--- config.mk ---
export PLATFORM = sky130hd
export DESIGN_NAME = ic_fill_ctrl_flat
export DESIGN_NICKNAME = d
export VERILOG_FILES = /design/src/rtl/ic_fill_ctrl_if.sv /design/src/rtl/ic_fill_ctrl.sv /design/src/flat_wrapper.sv
export SDC_FILE = /design/constraint.sdc
export NUM_CORES = 1
export LEC_CHECK = 0
export CELL_PAD_IN_SITES_DETAIL_PLACEMENT = 0
export CELL_PAD_IN_SITES_GLOBAL_PLACEMENT = 1
export CORE_MARGIN = 1
export CORE_UTILIZATION = 35
export DETAILED_ROUTE_END_ITERATION = 8
export PLACE_DENSITY_LB_ADDON = 0.1
export SLEW_MARGIN = 20
export SYNTH_ARGS = -nofsm -noshare
export SYNTH_HDL_FRONTEND = slang
export SYNTH_SLANG_ARGS = --single-unit
--- constraint.sdc ---
create_clock -name clk -period 2.5 [get_ports clk]
set_clock_uncertainty 0.15 [all_clocks]
set_input_delay 0.5 -clock clk [delete_from_list [all_inputs] [get_ports clk]]
set_output_delay 0.5 -clock clk [all_outputs]
set_load 0.1 [all_outputs]
--- src/rtl/ic_fill_ctrl_if.sv ---
// I-cache fill controller bus bundle: cache-side miss/fill signals and memory read bus.
interface ic_fill_ctrl_if #(
    parameter int unsigned BEAT_W = 64
);
    logic              ic_miss;
    logic [31:0]       ic_miss_addr;
    logic              flush;
    logic [255:0]      ic_fill_data;
    logic              ic_miss_ack;
    logic              mem_req;
    logic [31:0]       mem_addr;
    logic              mem_gnt;
    logic              mem_rvalid;
    logic [BEAT_W-1:0] mem_rdata;
    logic              busy;

    // Controller side
    modport master (
        input  ic_miss, ic_miss_addr, flush, mem_gnt, mem_rvalid, mem_rdata,
        output ic_fill_data, ic_miss_ack, mem_req, mem_addr, busy
    );

    // Cache / memory side
    modport slave (
        output ic_miss, ic_miss_addr, flush, mem_gnt, mem_rvalid, mem_rdata,
        input  ic_fill_data, ic_miss_ack, mem_req, mem_addr, busy
    );
endinterface

--- src/rtl/ic_fill_ctrl.sv ---
// I-cache line fill controller: one outstanding 256-bit line read, assembled from
// BEAT_W-bit beats, then a one-cycle ack and a one-cycle hold before the next miss.
// Optional feature macro: IC_FILL_FLUSH_EN (flush aborts the ack, bus transfer still drains).
module ic_fill_ctrl #(
    parameter int unsigned BEAT_W = 64
) (
    input logic          clk,
    input logic          rst_n,
    ic_fill_ctrl_if.master bus
);
    localparam int unsigned LINE_W = 256;
    localparam int unsigned BEATS  = LINE_W / BEAT_W;
    localparam int unsigned CNT_W  = $clog2(BEATS);

    localparam logic [2:0] IDLE = 3'd0;
    localparam logic [2:0] REQ  = 3'd1;
    localparam logic [2:0] FILL = 3'd2;
    localparam logic [2:0] ACK  = 3'd3;
    localparam logic [2:0] HOLD = 3'd4;

    logic [2:0]       state, state_nxt;
    logic [CNT_W-1:0] cnt, cnt_nxt;
    logic             req_nxt;
    logic             ack_nxt;
    logic [31:0]      addr_nxt;
    logic             beat_we_c;
    logic             flush_c;

    // Line offset bits are zero by construction and never used
    logic [4:0] addr_lo_unused;
    assign addr_lo_unused = bus.ic_miss_addr[4:0];

`ifdef IC_FILL_FLUSH_EN
    logic abort, abort_nxt;
    assign flush_c = bus.flush;
`else
    logic flush_unused;
    assign flush_unused = bus.flush;
    assign flush_c      = 1'b0;
`endif

    // Next-state and next-output decode
    always_comb begin
        state_nxt = state;
        cnt_nxt   = cnt;
        req_nxt   = bus.mem_req;
        ack_nxt   = 1'b0;
        addr_nxt  = bus.mem_addr;
        beat_we_c = 1'b0;
`ifdef IC_FILL_FLUSH_EN
        abort_nxt = abort;
`endif
        case (state)
            IDLE: begin
                // A miss coinciding with flush is dropped (flush_c is 0 when disabled)
                if (bus.ic_miss && !flush_c) begin
                    state_nxt = REQ;
                    req_nxt   = 1'b1;
                    addr_nxt  = {bus.ic_miss_addr[31:5], 5'b0};
                    cnt_nxt   = '0;
`ifdef IC_FILL_FLUSH_EN
                    abort_nxt = 1'b0;
`endif
                end
            end
            REQ: begin
                if (bus.mem_gnt) begin
                    state_nxt = FILL;
                    req_nxt   = 1'b0;
                end
            end
            FILL: begin
                if (bus.mem_rvalid) begin
                    beat_we_c = 1'b1;
                    cnt_nxt   = cnt + CNT_W'(1);
                    if (cnt == CNT_W'(BEATS - 1)) begin
                        state_nxt = ACK;
`ifdef IC_FILL_FLUSH_EN
                        ack_nxt   = !(abort || flush_c);
`else
                        ack_nxt   = 1'b1;
`endif
                    end
                end
            end
            ACK:     state_nxt = HOLD;
            HOLD:    state_nxt = IDLE;
            default: state_nxt = IDLE;
        endcase
`ifdef IC_FILL_FLUSH_EN
        if (flush_c && (state == REQ || state == FILL || state == ACK)) begin
            abort_nxt = 1'b1;
        end
`endif
    end

    // State, counter and registered outputs
    always_ff @(posedge clk or negedge rst_n) begin
        if (!rst_n) begin
            state           <= IDLE;
            cnt             <= '0;
            bus.mem_req     <= 1'b0;
            bus.mem_addr    <= '0;
            bus.ic_miss_ack <= 1'b0;
            bus.busy        <= 1'b0;
        end else begin
            state           <= state_nxt;
            cnt             <= cnt_nxt;
            bus.mem_req     <= req_nxt;
            bus.mem_addr    <= addr_nxt;
            bus.ic_miss_ack <= ack_nxt;
            bus.busy        <= (state_nxt != IDLE);
        end
    end

    // Line assembly: only FILL beat writes change the line
    always_ff @(posedge clk or negedge rst_n) begin
        if (!rst_n) begin
            bus.ic_fill_data <= '0;
        end else if (beat_we_c) begin
            bus.ic_fill_data[BEAT_W*cnt +: BEAT_W] <= bus.mem_rdata;
        end
    end

`ifdef IC_FILL_FLUSH_EN
    // Abort flag: set by flush during an outstanding fill, cleared on new miss
    always_ff @(posedge clk or negedge rst_n) begin
        if (!rst_n) begin
            abort <= 1'b0;
        end else begin
            abort <= abort_nxt;
        end
    end
`endif

endmodule

--- src/flat_wrapper.sv ---
// flat-port wrapper written by rule: the top's interface ports become plain ports
module ic_fill_ctrl_flat 
#(
    parameter int unsigned BEAT_W = 64
)
  (clk, rst_n, bus_ic_miss, bus_ic_miss_addr, bus_flush, bus_mem_gnt, bus_mem_rvalid, bus_mem_rdata, bus_ic_fill_data, bus_ic_miss_ack, bus_mem_req, bus_mem_addr, bus_busy);
  ic_fill_ctrl_if #(.BEAT_W(BEAT_W)) bus_i ();
  input logic clk;
  input logic rst_n;
  input wire logic [$bits(bus_i.ic_miss)-1:0] bus_ic_miss;
  input wire logic [$bits(bus_i.ic_miss_addr)-1:0] bus_ic_miss_addr;
  input wire logic [$bits(bus_i.flush)-1:0] bus_flush;
  input wire logic [$bits(bus_i.mem_gnt)-1:0] bus_mem_gnt;
  input wire logic [$bits(bus_i.mem_rvalid)-1:0] bus_mem_rvalid;
  input wire logic [$bits(bus_i.mem_rdata)-1:0] bus_mem_rdata;
  output wire logic [$bits(bus_i.ic_fill_data)-1:0] bus_ic_fill_data;
  output wire logic [$bits(bus_i.ic_miss_ack)-1:0] bus_ic_miss_ack;
  output wire logic [$bits(bus_i.mem_req)-1:0] bus_mem_req;
  output wire logic [$bits(bus_i.mem_addr)-1:0] bus_mem_addr;
  output wire logic [$bits(bus_i.busy)-1:0] bus_busy;
  assign bus_i.ic_miss = bus_ic_miss;
  assign bus_i.ic_miss_addr = bus_ic_miss_addr;
  assign bus_i.flush = bus_flush;
  assign bus_i.mem_gnt = bus_mem_gnt;
  assign bus_i.mem_rvalid = bus_mem_rvalid;
  assign bus_i.mem_rdata = bus_mem_rdata;
  assign bus_ic_fill_data = bus_i.ic_fill_data;
  assign bus_ic_miss_ack = bus_i.ic_miss_ack;
  assign bus_mem_req = bus_i.mem_req;
  assign bus_mem_addr = bus_i.mem_addr;
  assign bus_busy = bus_i.busy;
  ic_fill_ctrl #(.BEAT_W(BEAT_W)) u_core (.clk(clk), .rst_n(rst_n), .bus(bus_i));
endmodule
==> flow_summary.html <==
<table>
<tr><th>Metric</th><th>Value</th></tr>
<tr><th colspan="2">Route</th></tr>
<tr><td>Number of DRC violations after detailed-routing iteration 0</td><td>640</td></tr>
<tr><td>Final WL</td><td>42,700 um</td></tr>
<tr><td>Number of iterations in the first detailed-routing pass</td><td>5</td></tr>
<tr><td># DRC</td><td>0</td></tr>
<tr><td>Number of vias in the routed layout</td><td>10,600</td></tr>
<tr><td>Antenna Violating Nets Remaining</td><td>0</td></tr>
<tr><td>Routed vias/inst</td><td>5.12</td></tr>
<tr><td>Wire length per cell</td><td>20.6 um</td></tr>
<tr><th colspan="2">Synthesis</th></tr>
<tr><td>Most used standard cell by instance count after synthesis</td><td>dfrtp_1</td></tr>
<tr><td>Yosys top cell area share</td><td>0.580</td></tr>
<tr><td>Synthesized area per cell</td><td>10.1 sq um</td></tr>
<tr><td>Post-synth EDFFs</td><td>0</td></tr>
<tr><td>Leading post-synthesis cells by cell area</td><td>dfrtp_1 58%, nand4_1 13%, inv_1 7.7%, o21ai_0 5.5%, o21ai_2 4.2%</td></tr>
<tr><td>Distinct cell type count of the synthesized netlist</td><td>27</td></tr>
<tr><td>Post-synth top area cell</td><td>dfrtp_1</td></tr>
<tr><td>Synthesized cell area</td><td>0.0126 sq mm</td></tr>
<tr><td>Number of synthesis warnings</td><td>0</td></tr>
<tr><td>Sequential share of the synthesized area</td><td>0.580</td></tr>
<tr><td>Flop and latch count out of synthesis</td><td>291</td></tr>
<tr><td>Gate Count Post-Synth</td><td>1,243</td></tr>
<tr><td>Most used flip-flop cell after synthesis</td><td>dfrtp_1</td></tr>
<tr><td>Commonest cells in the synthesized netlist</td><td>291 x dfrtp_1, 259 x inv_1, 256 x nand4_1</td></tr>
<tr><td>Share of synthesized registers carrying an async set or reset</td><td>1.00</td></tr>
<tr><th colspan="2">STA</th></tr>
<tr><td>Final critical delay including setup and external delays</td><td>2.10 ns</td></tr>
<tr><td>Actual slew at the worst max-slew pin</td><td>0.614 ns</td></tr>
<tr><td>Final setup fails</td><td>0</td></tr>
<tr><td>Final-report hold violation count</td><td>0</td></tr>
<tr><td>Post-layout worst setup margin</td><td>0.405 ns</td></tr>
<tr><td>Sum Neg Setup Slack</td><td>0 ns</td></tr>
<tr><td>Final period util</td><td>0.838</td></tr>
<tr><td>Max-slew headroom</td><td>0.590</td></tr>
<tr><td>Number of max-slew violations in the final report</td><td>0</td></tr>
<tr><td>Setup repair after global routing missed its margin</td><td>false</td></tr>
<tr><td>Max Fclk</td><td>0.477 GHz</td></tr>
<tr><th colspan="2">Setup path</th></tr>
<tr><td>CP Class</td><td>flip-flop to flip-flop</td></tr>
<tr><td>Delay contributed by the slowest stage of the critical path</td><td>0.44 ns</td></tr>
<tr><td>Crit-path slowest cell</td><td>dfrtp_1</td></tr>
<tr><td>WP data arrival</td><td>2.37 ns</td></tr>
<tr><td>Type of element launching the critical path</td><td>flip-flop</td></tr>
<tr><td>Required time of the critical path</td><td>2.77 ns</td></tr>
<tr><td>Type of destination of the critical path</td><td>flip-flop</td></tr>
<tr><td>Critical-path maximum fanout</td><td>22</td></tr>
<tr><td>Chain of cells forming the critical path</td><td>inv_1 -&gt; ha_2 -&gt; nor3b_2 -&gt; buf_4 -&gt; nand4_1 -&gt; o21ai_1</td></tr>
<tr><th colspan="2">Global routing</th></tr>
<tr><td>Via count of the first global-routing pass</td><td>10,900</td></tr>
<tr><td>Global route overflow</td><td>0</td></tr>
<tr><td>Total routing usage reported by global routing</td><td>0.233</td></tr>
<tr><td>Maximum number of pins on one net before global-route repair</td><td>58</td></tr>
<tr><td>Global-route wire length before repair</td><td>66,100 um</td></tr>
<tr><td>Antenna violations before repair</td><td>1</td></tr>
<tr><th colspan="2">CTS</th></tr>
<tr><td>Later-pin clock latency in the skew report</td><td>0.49 ns</td></tr>
<tr><td>Count of buffers added by post-CTS timing repair for setup</td><td>0</td></tr>
<tr><td>Master cell of the clock root buffer</td><td>clkbuf_16</td></tr>
<tr><td>Clk sink count</td><td>291</td></tr>
<tr><td>Inserted Clock Buffers</td><td>35</td></tr>
<tr><td>Clock tree from TritonCTS</td><td>done</td></tr>
<tr><td>Buffer levels on the longest clock path</td><td>3</td></tr>
<tr><td>Clock input transition at the sequential cells of the worst setup and hold paths</td><td>0.06 ns</td></tr>
<tr><td>CTS HTree Levels</td><td>2</td></tr>
<tr><th colspan="2">Floorplan</th></tr>
<tr><td>Full die area</td><td>0.0367 sq mm</td></tr>
<tr><td>Area of the placeable core</td><td>0.0355 sq mm</td></tr>
<tr><td>Horiz. Die Dim</td><td>191 um</td></tr>
<tr><td>Die Y-Extent</td><td>191 um</td></tr>
<tr><td>Initial standard-cell utilization of the core</td><td>0.354</td></tr>
<tr><td>Number of standard-cell rows in the floorplan</td><td>69</td></tr>
<tr><td>Ports placed on the boundary</td><td>393</td></tr>
<tr><th colspan="2">Outcome</th></tr>
<tr><td>Result of the run</td><td>finished clean</td></tr>
<tr><th colspan="2">Placement</th></tr>
<tr><td>Quantity of I/O buffers inserted on ports</td><td>381</td></tr>
<tr><td>DP Area</td><td>0.0163 sq mm</td></tr>
<tr><td>Pre-CTS setup slack</td><td>0.197 ns</td></tr>
<tr><td>Detail Placement HPWL</td><td>27,300 um</td></tr>
<tr><td>Routability congestion estimate from global placement</td><td>0.778</td></tr>
<tr><th colspan="2">Layout</th></tr>
<tr><td>Cell area after layout</td><td>0.0175 sq mm</td></tr>
<tr><td>Ratio of cells with drive above 1 in the final layout</td><td>0.303</td></tr>
<tr><td>Synth-to-layout area growth</td><td>38.9%</td></tr>
<tr><td>Multi-input gate area in the final layout</td><td>0.00373 sq mm</td></tr>
<tr><td>Filler Cells Inserted</td><td>3,310</td></tr>
<tr><td>Number of diodes</td><td>0</td></tr>
<tr><td>Number of nets at the end of the flow</td><td>1,699</td></tr>
<tr><td>Footprint of the flip-flops and latches</td><td>0.00728 sq mm</td></tr>
<tr><th colspan="2">Run</th></tr>
<tr><td>Number of maximum-capacitance constraint violations</td><td>0</td></tr>
<tr><th colspan="2">Hold path</th></tr>
<tr><td>Worst min path class</td><td>flip-flop to flip-flop</td></tr>
</table>
[worst max-delay path: cells and delay by family (launching register included)]
family / cells / cell delay (ns)
AOI/OAI and AO/OA: 1 / 0.13
adders and majority gates: 1 / 0.39
buffers and inverters: 2 / 0.47
DFF: 1 / 0.44
and+or+nand+nor: 2 / 0.42
[state kept, by name (all words and copies together) (netlist names)]
signal                   count
u_core.cnt                   2
u_core.bus.ic_fill_data    256
u_core.bus.mem_addr         27
u_core.bus.busy              1
u_core.bus.mem_req           1
u_core.state                 3
u_core.bus.ic_miss_ack       1
[placed cells by master, fill, tap and decap left out, types with 4 or more instances in the layout]
master / synthesis / layout
ha_2: 0 / 4
inv_1: 259 / 259
clkbuf_16: 0 / 37
o21ai_2: 60 / 60
buf_4: 10 / 310
clkdlybuf4s50_1: 0 / 94
dfrtp_1: 291 / 291
o21ai_0: 137 / 137
conb_1: 1 / 5
clkinv_2: 0 / 4
clkbuf_8: 0 / 13
buf_12: 0 / 22
mux2_2: 29 / 29
o21ai_1: 60 / 60
nand4_1: 256 / 256
clkbuf_1: 67 / 8
[per-layer routing]
| metal | global-route usage | up-vias | wire length (um) |
|---|---|---|---|
| li1 | - | 4941 | - |
| met1 | 0.320 | 5266 | 19100 |
| met2 | 0.364 | 375 | 19500 |
| met3 | 0.0589 | 59 | 3230 |
| met4 | 0.0604 | 0 | 876 |
| met5 | 0 | - | 0 |
[per-stage QoR]
stage,util,hold WS [ns],instances
6_report,0.492,0.357,2077
5_1_grt,0.492,0.371,2077
4_1_cts,0.492,0.363,2077
3_5_place_dp,0.459,0.329,2014
3_3_place_gp,0.459,0.327,2014
2_1_floorplan,-,0.0544,1247
[what timing repair did]
| item | CTS | global route |
|---|---|---|
| hold buffers | 1 | 0 |
| hold endpoints to repair | 48 | 0 |
| resized for setup | 0 | 0 |
| endpoints found under the setup margin | 0 | 0 |
[cell type report]
class                      count  area share
sequential                   291       0.417
inverter                     259      0.0557
tap                          461      0.0331
multi-input combinational    576       0.214
clock inverter                 4     0.00115
clock buffer                  58      0.0650
timing repair buffer         428       0.214
[kinds of logic (layout without fill, tap and decap cells)]
group	Yosys count	in the layout	synth area share
other	1	5	0.000298
multiplexers	29	29	0.0260
adder cells (fa/ha/maj)	6	6	0.00598
AO/OA/AOI/OAI	262	262	0.123
buffers and inverters	380	749	0.128
AND/OR/NAND/NOR	274	274	0.137
flip-flops	291	291	0.580
[worst paths after layout]
check                                               startpoint                                  endpoint  slack (ns)  cells past startpoint
setup / recovery                     u_core.cnt[1]$_DFFE_PN0P_  u_core.bus.ic_fill_data[179]$_DFFE_PN0P_        0.40                      6
hold / removal             u_core.bus.mem_addr[14]$_DFFE_PN0P_       u_core.bus.mem_addr[14]$_DFFE_PN0P_        0.36                      1
setup reg to reg                     u_core.cnt[1]$_DFFE_PN0P_  u_core.bus.ic_fill_data[179]$_DFFE_PN0P_        0.40                      6
hold reg to reg            u_core.bus.mem_addr[14]$_DFFE_PN0P_       u_core.bus.mem_addr[14]$_DFFE_PN0P_        0.36                      1
max in group asynchronous                                rst_n  u_core.bus.ic_fill_data[169]$_DFFE_PN0P_        1.03                      3
min in group asynchronous                                rst_n    u_core.bus.ic_fill_data[7]$_DFFE_PN0P_        0.37                      2
Power is left out: the tool's default activity adds up to more than one toggle a clock period on the data nets, which glitch-free logic cannot reach.
==> variant 1, RTL diff (same flow settings) <==
`BEAT_W` is set to 64 in 3 places; all go to 128.
--- a/src/rtl/ic_fill_ctrl_if.sv
+++ b/src/rtl/ic_fill_ctrl_if.sv
@@ -2,3 +2,3 @@
 interface ic_fill_ctrl_if #(
-    parameter int unsigned BEAT_W = 64
+    parameter int unsigned BEAT_W = 128
 );
--- a/src/rtl/ic_fill_ctrl.sv
+++ b/src/rtl/ic_fill_ctrl.sv
@@ -4,3 +4,3 @@
 module ic_fill_ctrl #(
-    parameter int unsigned BEAT_W = 64
+    parameter int unsigned BEAT_W = 128
 ) (
--- a/src/flat_wrapper.sv
+++ b/src/flat_wrapper.sv
@@ -3,3 +3,3 @@
 #(
-    parameter int unsigned BEAT_W = 64
+    parameter int unsigned BEAT_W = 128
 )
Ports: changed (resized bus_mem_rdata); port bits go from 393 to 457. The function was not compared with the original's and may differ.
==> variant 1 against the original RTL <==
Critical endpoint is now u_core.bus.ic_fill_data[131]; final area decreased by 4.0%; hold slack got worse by 0.027 ns; non-clock buffer count increased by 35; area after synthesis decreased by 9.7%; sequential cell count decreased by 1; core utilization increased by 3.7 points; setup slack improved by 0.17 ns; routed wire length decreased by 31%; global-route usage decreased by 5.6 points.
Power is not shown: default switching activity piles up to over one toggle a cycle in this logic, so the estimate is an artifact.
==> variant 1: results <==
[finish]
fill_cells = 2704
nets = 1269
drive_gt1_frac = 0.444
seqCellArea_um2 = 7260
largest_registers = "u_core.bus.ic_fill_data x256, u_core.bus.mem_addr x27, u_core.state x3"
antenna_cells = 0

[clock_network]
cts_max_level = 2
cts_root_buf = "clkbuf_16"
cts.path.max_buffers = 3
ctsHoldBuffers = 1
clkTransAtPathRegs_ns = 0.05
numCtsBuffers = 35
clk_latency_ns = 0.50
ctsResizeCount = 0
post_cts_buffers = 0

[routing]
drt_wl_total_um = 29400
via_per_inst = 4.54
first_pass_iters = 6
drt_iter0_drc = 176

[synth]
async_flop_share = 1.00
synthMuxAreaShare = 0.315
yosysWarnings = 0
yosysUniqueCellTypes = 23
ys_ff_latch = 290
ys_seq_area_frac = 0.640
synth_xor_area_frac = 0
synth_commonest_cells = "dfrtp_1, mux2_1, mux2_4"
ys_top_cells_by_area = "dfrtp_1, mux2_1, mux2_4"
synthAdderAreaFrac = 0
synth_compound_area_frac = 0.00331

[status]
status = "complete, no violations"

[worst_setup_path]
worstPathArrival_ns = 2.15
cp_max_fo = 18
reg2reg_slack_ns = 0.57

[grt]
grt_pass1_vias = 7399
grt_antenna_before_repair = 2
track_usage = 0.177
grt_pass1_wl_um = 45100
grt_max_degree = 77

[min_path]
timing.hold.worst.class = "in2async"

[timing]
holdWs_ns = 0.330

[placed_design]
dpl_cell_area_um2 = 15500
port_buffers = 445
hpwlAfterDp_um = 21400
routabilityCongestion = 0.737
-- variant 1: logic make-up after synthesis --
group | Yosys count
AO/OA/AOI/OAI | 6
buffers and inverters | 40
flip-flops | 290
multiplexers | 284
other | 1
AND/OR/NAND/NOR | 16
-- variant 1: metal layers --
metal	vias to the layer above	routed length, um	global-route usage
li1	3166	-	-
met1	3454	11600	0.210
met2	284	14400	0.299
met3	44	2740	0.0666
met4	2	571	0.0447
met5	-	13	0
-- variant 1: through the flow --
stage | setup slack [ns] | std cells
after floorplan | 0.794 | 641
after global placement | 0.149 | 1467
after detailed placement | 0.160 | 1467
after CTS | 0.542 | 1531
after global routing | 0.467 | 1531
final | 0.573 | 1531
-- variant 1: cell type report --
class | instances | share of cell area
clock buffer | 53 | 0.0635
clock inverter | 10 | 0.00814
inverter | 2 | 0.000448
multi-input combinational | 311 | 0.222
sequential | 290 | 0.433
tap | 402 | 0.0300
timing repair buffer | 463 | 0.243
-- variant 1: worst paths after layout --
check | start | endpoint | cells past startpoint
max in group asynchronous | rst_n | u_core.bus.ic_fill_data[20] | 3
setup reg to reg | u_core.state[0] | u_core.bus.ic_fill_data[131] | 5
setup / recovery | u_core.state[0] | u_core.bus.ic_fill_data[131] | 5
hold reg to reg | u_core.bus.ic_fill_data[121] | u_core.bus.ic_fill_data[121] | 1
min in group clk | u_core.bus.ic_fill_data[121] | u_core.bus.ic_fill_data[121] | 1
hold / removal | rst_n | u_core.bus.ic_fill_data[209] | 2
-- variant 1: critical path, cell delays in order, from the launching register on --
cell	delay, ns
dfrtp_1	0.48
nor2_4	0.14
nand4_1	0.28
buf_4	0.27
buf_12	0.16
mux2_1	0.32
==> variant 2, RTL diff (same settings) <==
Made on the original files. Build with the macro `IC_FILL_FLUSH_EN` defined.
--- a/src/rtl/ic_fill_ctrl.sv
+++ b/src/rtl/ic_fill_ctrl.sv
@@ -3,2 +3,4 @@
 // Optional feature macro: IC_FILL_FLUSH_EN (flush aborts the ack, bus transfer still drains).
+`define IC_FILL_FLUSH_EN
+
 module ic_fill_ctrl #(
Function: changed (Yosys sat finds a counterexample within 4 cycles, from zero or initial values and one cycle with rst_n low).
==> variant 2 against the original RTL <==
Area after synthesis fell by 1.4%; count of clock-buffer cells in the layout fell by 6; via count rose by 0.97%; final area fell by 0.14%; highest routed layer unchanged; sequential cell count rose by 1; setup slack got worse by 0.033 ns; largest cell class unchanged; register-to-register slack improved by 0.03 ns; global-route usage rose by 0.84 points; routed wire length rose by 2.6%.
Power is not shown: default switching activity piles up to over one toggle a cycle in this logic, so the estimate is an artifact.
==> variant 2: results <==
[routing]
dr_wl_met2_um = 19600
drt_iter0_drc = 582
dr.max_layer_used = "met4"
wl_met1_um = 19300
route.vias.total = 10744
routed-wl-met3_um = 3760

[synth]
yosysUniqueCellTypes = 30
synth_compound_area_frac = 0.108
synthAdderAreaFrac = 0.00606
ys_top_cells_by_area = "dfrtp_1, nand4_1, o21ai_0"
synth_commonest_cells = "dfrtp_1, inv_1, o21ai_0"
ys_seq_area_frac = 0.590
synthMuxAreaShare = 0.0321

[grt]
met3_usage = 0.0618
grt_max_degree = 49
gr-usage-met1 = 0.334
grt_pass1_vias = 10768
grt_pass1_wl_um = 67400
grt_antenna_before_repair = 0

[placed_design]
routabilityCongestion = 0.788

[die]
die-area_um2 = 36100

[finish]
drive_gt1_frac = 0.269
nets = 1716

[worst_setup_path]
rr_endpoint = "u_core.bus.ic_fill_data[134]"
cp_slowest_cell = "clkdlybuf4s50_1"
crit_family = "simple AND/OR/NAND/NOR gates"
reg2reg_slack_ns = 0.43

[timing]
slew_headroom = 0.578
holdWs_ns = 0.350

[status]
status = "complete, no violations"

[min_path]
timing.hold.worst.class = "in2async"

[clock_network]
clk_latency_ns = 0.51
==> variant 2: through the flow <==
step                      TNS [ns]  area (um2)  instances
after floorplan                  0       12400       1256
after global placement       -3.20       16300       2025
after detailed placement     -3.03       16300       2025
after CTS                        0       17400       2086
after global routing             0       17400       2086
final                            0       17400       2086
==> variant 2: timing repair <==
action	4_1_cts	5_1_grt
resized for setup	0	0
endpoints found under the hold margin	33	0
hold buffers	1	0
setup buffers	0	0
==> variant 2: area by class of cell <==
cell class / instances / area [um2] / area share
multi-input cells: 583 / 3610 / 0.207
repair buffers: 437 / 3820 / 0.219
inverters: 259 / 972 / 0.0558
well taps: 455 / 569 / 0.0327
clock buffers: 52 / 1080 / 0.0621
clock inverters: 8 / 68.8 / 0.00395
flip-flops and latches: 292 / 7310 / 0.419
==> variant 2: logic make-up after synthesis <==
family / count (synthesis)
buffers and inverters: 381
flip-flops: 292
AND/OR/NAND/NOR: 280
AO/OA/AOI/OAI: 265
multiplexers: 27
adder cells (fa/ha/maj): 6
other: 1
==> variant 2: how the worst max path moves through the flow <==
stage	cells after the start	to	from	slack, ns
after global placement	5	u_core.bus.mem_addr[22]	bus_ic_miss	-0.13
after floorplan	7	u_core.bus.ic_fill_data[212]	u_core.cnt[0]	0.46
after detailed placement	5	u_core.bus.mem_addr[17]	bus_ic_miss	-0.13
after CTS	5	u_core.bus.mem_addr[17]	bus_ic_miss	0.38
after global routing	6	u_core.bus.ic_fill_data[133]	u_core.cnt[1]	0.25
final	5	u_core.bus.mem_addr[17]	bus_ic_miss	0.37
==> variant 2: worst register-to-register path, stage by stage, from the launching register on <==
cell and delay (ns):
dfrtp_1 0.41, inv_1 0.12, ha_2 0.40, nor3b_2 0.30, buf_4 0.35, nand4_1 0.14, o21ai_0 0.11
